### src/rtl/node_prec_p.sv
// Primitive-recursion node: acc0 = IN0, acc(i+1) = f(acc(i), IN1, i) for n = IN2 steps.
// Ports: CLK, RST (sync high), ST start level; IN0/IN1/IN2 operands; RD/RES/OVF result.
module node_prec_p #(
  parameter int W    = 16,
  parameter int MODE = 0,
  parameter int SAT  = 0
) (
  input  logic         CLK,
  input  logic         RST,
  input  logic         ST,
  input  logic [W-1:0] IN0,
  input  logic [W-1:0] IN1,
  input  logic [W-1:0] IN2,
  output logic         RD,
  output logic [W-1:0] RES,
  output logic         OVF
);

  typedef enum logic {
    IDLE,
    ITER
  } state_e;

  state_e state_q, state_d;
  logic [W-1:0] acc_q, acc_d;
  logic [W-1:0] cnt_q, cnt_d;
  logic [W-1:0] n_q, n_d;
  logic [W-1:0] op1_q, op1_d;
  logic [W-1:0] res_q, res_d;
  logic ovf_acc_q, ovf_acc_d;
  logic rd_q, rd_d;
  logic ovf_q, ovf_d;
  logic st_q, st_d;

  logic [W-1:0] opnd;
  logic [W:0]   sum;
  logic         carry;
  logic [W-1:0] stepped;

  always_comb begin
    if (MODE == 1) opnd = op1_q;
    else if (MODE == 2) opnd = cnt_q;
    else opnd = W'(1);
    sum   = {1'b0, acc_q} + {1'b0, opnd};
    carry = sum[W];
    // Saturation pins the accumulator; later steps continue from it.
    if (SAT != 0 && carry) stepped = '1;
    else stepped = sum[W-1:0];
  end

  always_comb begin
    state_d   = state_q;
    acc_d     = acc_q;
    cnt_d     = cnt_q;
    n_d       = n_q;
    op1_d     = op1_q;
    res_d     = res_q;
    ovf_acc_d = ovf_acc_q;
    rd_d      = rd_q;
    ovf_d     = ovf_q;
    st_d      = ST;
    unique case (state_q)
      IDLE: begin
        if (ST && !st_q) begin
          acc_d     = IN0;
          op1_d     = IN1;
          n_d       = IN2;
          cnt_d     = '0;
          ovf_acc_d = 1'b0;
          rd_d      = 1'b0;
          state_d   = ITER;
        end
      end
      ITER: begin
        // Compare before increment so cnt never wraps at n = 2^W-1.
        if (cnt_q == n_q) begin
          res_d   = acc_q;
          ovf_d   = ovf_acc_q;
          rd_d    = 1'b1;
          state_d = IDLE;
        end else begin
          acc_d     = stepped;
          cnt_d     = cnt_q + W'(1);
          ovf_acc_d = ovf_acc_q | carry;
        end
      end
      default: state_d = IDLE;
    endcase
  end

  always_ff @(posedge CLK) begin
    if (RST) begin
      state_q   <= IDLE;
      acc_q     <= '0;
      cnt_q     <= '0;
      n_q       <= '0;
      op1_q     <= '0;
      res_q     <= '0;
      ovf_acc_q <= 1'b0;
      rd_q      <= 1'b0;
      ovf_q     <= 1'b0;
      st_q      <= 1'b0;
    end else begin
      state_q   <= state_d;
      acc_q     <= acc_d;
      cnt_q     <= cnt_d;
      n_q       <= n_d;
      op1_q     <= op1_d;
      res_q     <= res_d;
      ovf_acc_q <= ovf_acc_d;
      rd_q      <= rd_d;
      ovf_q     <= ovf_d;
      st_q      <= st_d;
    end
  end

  assign RD  = rd_q;
  assign RES = res_q;
  assign OVF = ovf_q;

endmodule

### config.mk
export PLATFORM = sky130hd
export DESIGN_NAME = node_prec_p
export DESIGN_NICKNAME = d
export VERILOG_FILES = /design/src/rtl/node_prec_p.sv
export SDC_FILE = /design/constraint.sdc
export NUM_CORES = 1
export LEC_CHECK = 0
export CAP_MARGIN = 20
export CORE_MARGIN = 10
export CORE_UTILIZATION = 48
export CTS_BUF_LIST = sky130_fd_sc_hd__clkbuf_4
export DETAILED_ROUTE_END_ITERATION = 8
export PLACE_DENSITY_LB_ADDON = 0.05
export SKIP_CTS_REPAIR_TIMING = 1
export SLEW_MARGIN = 40
export SYNTH_ARGS = -nofsm -noshare
export SYNTH_HDL_FRONTEND = slang
export SYNTH_SLANG_ARGS = --single-unit
### constraint.sdc
create_clock -name CLK -period 1.7 [get_ports CLK]
set_input_delay 0.425 -clock CLK [delete_from_list [all_inputs] [get_ports CLK]]
set_output_delay 0.425 -clock CLK [all_outputs]
set_load 0.03 [all_outputs]
Word level (Yosys, flattened, before mapping). Cells that the tools add are included.

Mux-type cells: 14. $add $sub $neg: 2. Bitwise operators: 2. Reductions and logical operators: 6. Eq/ne operators: 4.

Operators with widths (number): 2-to-1 mux 16 bit (4); one-hot mux 16 bit (2 select lines) (2); adder 16 x 1 -> 17 bit (second input constant) (1); adder 16 x 1 -> 16 bit (second input constant) (1); equality test 16 bit (1); AND reduction 2 bit (4); one-hot mux 1 bit (2 select lines) (3); 2-to-1 mux 1 bit (5); inequality test 2 bit (second input constant) (2); inequality test 2 x 1 -> 1 bit (second input constant) (1); logical AND 1 bit (1); zero test 1 bit (1); inverter 1 bit (1); bitwise OR 1 bit (1).

Output and inout bits: 18. Logic and storage cells: 37. Flip-flop bits (word level): 69. Bits of input ports: 51.

Logic depth before layout (Yosys ltp). Gate-level depths: netlist of the first run.

Depth in word-level cells: 4. Depth in mapped cells: 8.

Worst setup path after synthesis of the first run. OpenSTA, ideal clock, no wires.

Kind: flip-flop to flip-flop. Start: reg cnt_q[6]. End: reg cnt_q[7]. Stages on the path, launching flop included: 8. Setup time: 0.065 ns. Setup slack: -0.151 ns. Arrival time: 1.786 ns. Data required time: 1.635 ns. Buffers on the path: 1. Cells stage by stage: dfxtp_1 xnor2_1 nand4_1 or4_4 buf_6 nand4_1 mux2_2 nor2_1.

Cells in the longest elaborated chain, start to end: 3.

RTL lines: from (decl) (RTL line 26) `logic [W-1:0] cnt_q, cnt_d;`; from (signal assigned) (RTL line 106) `cnt_q <= cnt_d;`; adder 16 x 1 -> 16 bit / equality test 16 bit (equally long branches) (RTL line 83, 76); 2-to-1 mux 16 bit / inequality test 2 bit (equally long branches); one-hot mux 16 bit (2 select lines) / AND reduction 2 bit (equally long branches).

Several ways; a longest one is shown, not always the timed one. The select of a mux whose other input is x is not followed. A chain may end at the register's enable or synchronous reset.

Worst setup path after layout of the first run.
Start: reg cnt_q[2]. End: reg state_q.

Cells in the longest elaborated chain, start to end: 3.

RTL lines: equality test 16 bit (RTL line 76) `if (cnt_q == n_q) begin`; 2-to-1 mux 1 bit (RTL line 76); one-hot mux 1 bit (2 select lines) (RTL line 62) `unique case (state_q)`; to (signal assigned) (RTL line 104) `state_q <= state_d;`; to (decl) (RTL line 24) `state_e state_q, state_d;`.

Every way passes these cells.

==> flow_summary.toml, run 1 <==
[power_and_ir_drop]
finalPower_mw = 3.55
ir_drop_v = 0.000526
leakage_nw = 2.03
power_density_nw_per_um2 = 750

[setup_path]
crit_start = "cnt_q[2]$_SDFFE_PP0P_"
endpoint_kind = "flip-flop"
slowest_delay_ns = 0.66
start_kind = "flip-flop"
crit_buf_inv = 2
cpMaxStageDelayCell = "or4_4"
r2r_slack_ns = -0.31
worstPathArrival_ns = 2.31
crit_path_max_fanout = 8
crit_type = "reg -> reg"
cp_cell_sequence = "xnor2_2 > nand4_1 > or4_4 > nor2_4 > buf_6 > buf_4 > nor3_1"
critPathTopFamily = "simple AND/OR/NAND/NOR gates"
worstPathRequired_ns = 2.00
timing.rr.start = "cnt_q[2]$_SDFFE_PP0P_"

[synthesis]
synth_most_common_cell = "nand2_1"
synthArstFlopShare_pct = 0
syn-cell-area_sq_um = 3280
ys_types = 50
ys_warn_count = 0
ys.flop_type = "dfxtp_1"
synth_top_area_share_pct = 42.2
synth-seq-cells = 69
avgSynthCellArea_sq_um = 8.03
ys_top_cells_by_count = "84 x nand2_1, 69 x dfxtp_1, 54 x a21oi_1"
synth_area_leaders = "dfxtp_1 42%, nand2_1 9.6%, a21oi_1 8.2%, xnor2_1 5.1%, a211oi_1 3.4%"
synthCells = 408
synth_nets = 461
ys_seq_area_share_pct = 42.2
synth_top_area_cell = "dfxtp_1"
synth_edf_count = 0

[layout]
n_antenna_cell = 0
fill_cells = 537
drive_above_1_share_pct = 29.5
fin_nets = 560
syn_to_final_growth_pct = 44.3

[sta]
finalCritPeriodShare_pct = 118
hold_viol = 0
whs_ns = 0.330
fin_ws_ns = -0.309
slew_headroom_pct = 71.9
clock_skew_ns = 0.0135
tightest_slew_ns = 0.421
setup_tns_ns = -11.64
slew_violations = 0
max_freq_mhz = 498
setup_violations = 52
rsz0062_at_grt = "true"
fin_crit_ns = 2.01

[routing]
drt_iter0_markers = 116
dr_wl_met2_um = 4850
first_pass_iters = 4
routed_wl_um = 9560
highest_layer = "met4"
wl_per_cell_um = 16.2
vias = 3296
drc = 0
met3_length_um = 404
drt-met1-wl_um = 4200
drtAntennaViolNets = 0
avgViaCountPerCell = 5.58

[grt]
grt_max_degree = 23
grt_pass1_wl_um = 15200
antenna_found_initial = 0
grt_pass1_vias = 3175
grt_usage_pct = 18.0
overflow = 0

[clock_network]
clock-root-buffer = "clkbuf_4"
cts_tree = "yes"
cts_buffers = 9
cts.sinks = 69
clk_pin_slew_ns = 0.11
cts_max_level = 3
clock_latency_ns = 0.42
cts_buffer_depth = 2

[worst_hold_path]
min_from = "RST"
hold_class = "in -> reg"

[floorplanning]
start_util_pct = 48.8
pin_count = 69
rows = 30
dieArea_sq_um = 10500
die_width_um = 103
die_y_um = 103
core_sq_um = 6720

[place]
place_hpwl_um = 6670
place.gp.congestion = 0.891
place_worst_setup_slack_ns = -0.402
io_buffers = 52

[job]
cap_viol_max_count = 0

[status]
status = "finished, violations left"
violations = "setup timing"
## state kept, by name, summed over array words and instances, names as in the netlist
name       flops
st_q           1
ovf_acc_q      1
OVF            1
acc_q         16
n_q           16
cnt_q         16
RD             1
RES           16
state_q        1
## final timing paths
kind / endpoint / cells after the start
worst max-delay path: state_q$_SDFF_PP0_ / 7
worst min-delay path: cnt_q[9]$_SDFFE_PP0P_ / 2
worst max register to register: state_q$_SDFF_PP0_ / 7
worst min register to register: RES[4]$_SDFFE_PP0P_ / 2
## metal layers
metal  track usage (%)  vias to the layer above
met2              30.7                       78
met4              5.86                        0
met5                 0                        -
li1                  -                     1643
met1              21.7                     1565
met3              4.49                       10
## power breakdown
part	switching [mW]	total [mW]	internal (mW)	leakage, nW
combinational	0.376	0.735	0.359	1.39
clock	0.595	1.04	0.447	0.0636
sequential	0.0724	1.77	1.70	0.571
total	1.04	3.55	2.50	2.03
## metrics by stage
stage / util (%) / instance area [sq um] / cells
final: 70.4 / 4730 / 591
after CTS: 65.3 / 4390 / 588
after global routing: 70.4 / 4730 / 591
after global placement: 63.4 / 4260 / 573
after floorplan: - / 3310 / 408
after detailed placement: 63.4 / 4260 / 573
## kinds of logic (layout without fill, tap and decap cells)
kind of cell / after synthesis / after routing / share of synthesized area (%)
fa+ha+maj: 2 / 2 / 0.764
xor+xnor: 22 / 22 / 5.88
simple gates: 174 / 174 / 26.0
compound gates: 106 / 106 / 19.3
mux: 5 / 5 / 1.64
flops: 69 / 69 / 42.2
buf+inv: 30 / 133 / 4.31
## cell usage in the layout, fill, tap and decap left out, drive strengths merged, types with 4 or more instances in the layout
master / synthesis / routed
o21ai: 15 / 15
and3: 7 / 7
nor2: 17 / 17
a31oi: 4 / 4
dlymetal6s2s: 0 / 18
dfxtp: 69 / 69
nand3: 15 / 15
clkbuf: 15 / 10
nor3: 7 / 7
nand4: 9 / 9
a21oi: 56 / 56
xnor2: 19 / 19
nor2b: 10 / 10
inv: 4 / 4
nand4b: 4 / 4
clkdlybuf4s50: 0 / 33
or4: 5 / 5
buf: 11 / 63
nand2: 85 / 85
or3: 5 / 5
a211oi: 15 / 15
## layout make-up
cell class / instances / area, sq um / share of cell area, %
Inverter: 4 / 15.0 / 0.317
Tap cell: 80 / 100 / 2.12
Clock inverter: 5 / 52.6 / 1.11
Clock buffer: 10 / 75.1 / 1.59
Sequential cell: 69 / 1400 / 29.7
Multi-Input combinational cell: 309 / 2000 / 42.3
Timing Repair Buffer: 114 / 1080 / 22.9
Power figures use the tool's default switching activity.
==> run 2, diff against run 1 <==
Settings changed: ABC_CLOCK_PERIOD_IN_PS set to 1700.
==> results of run 2 <==
Final layout, timing and power as in run 1 (identical DEF).
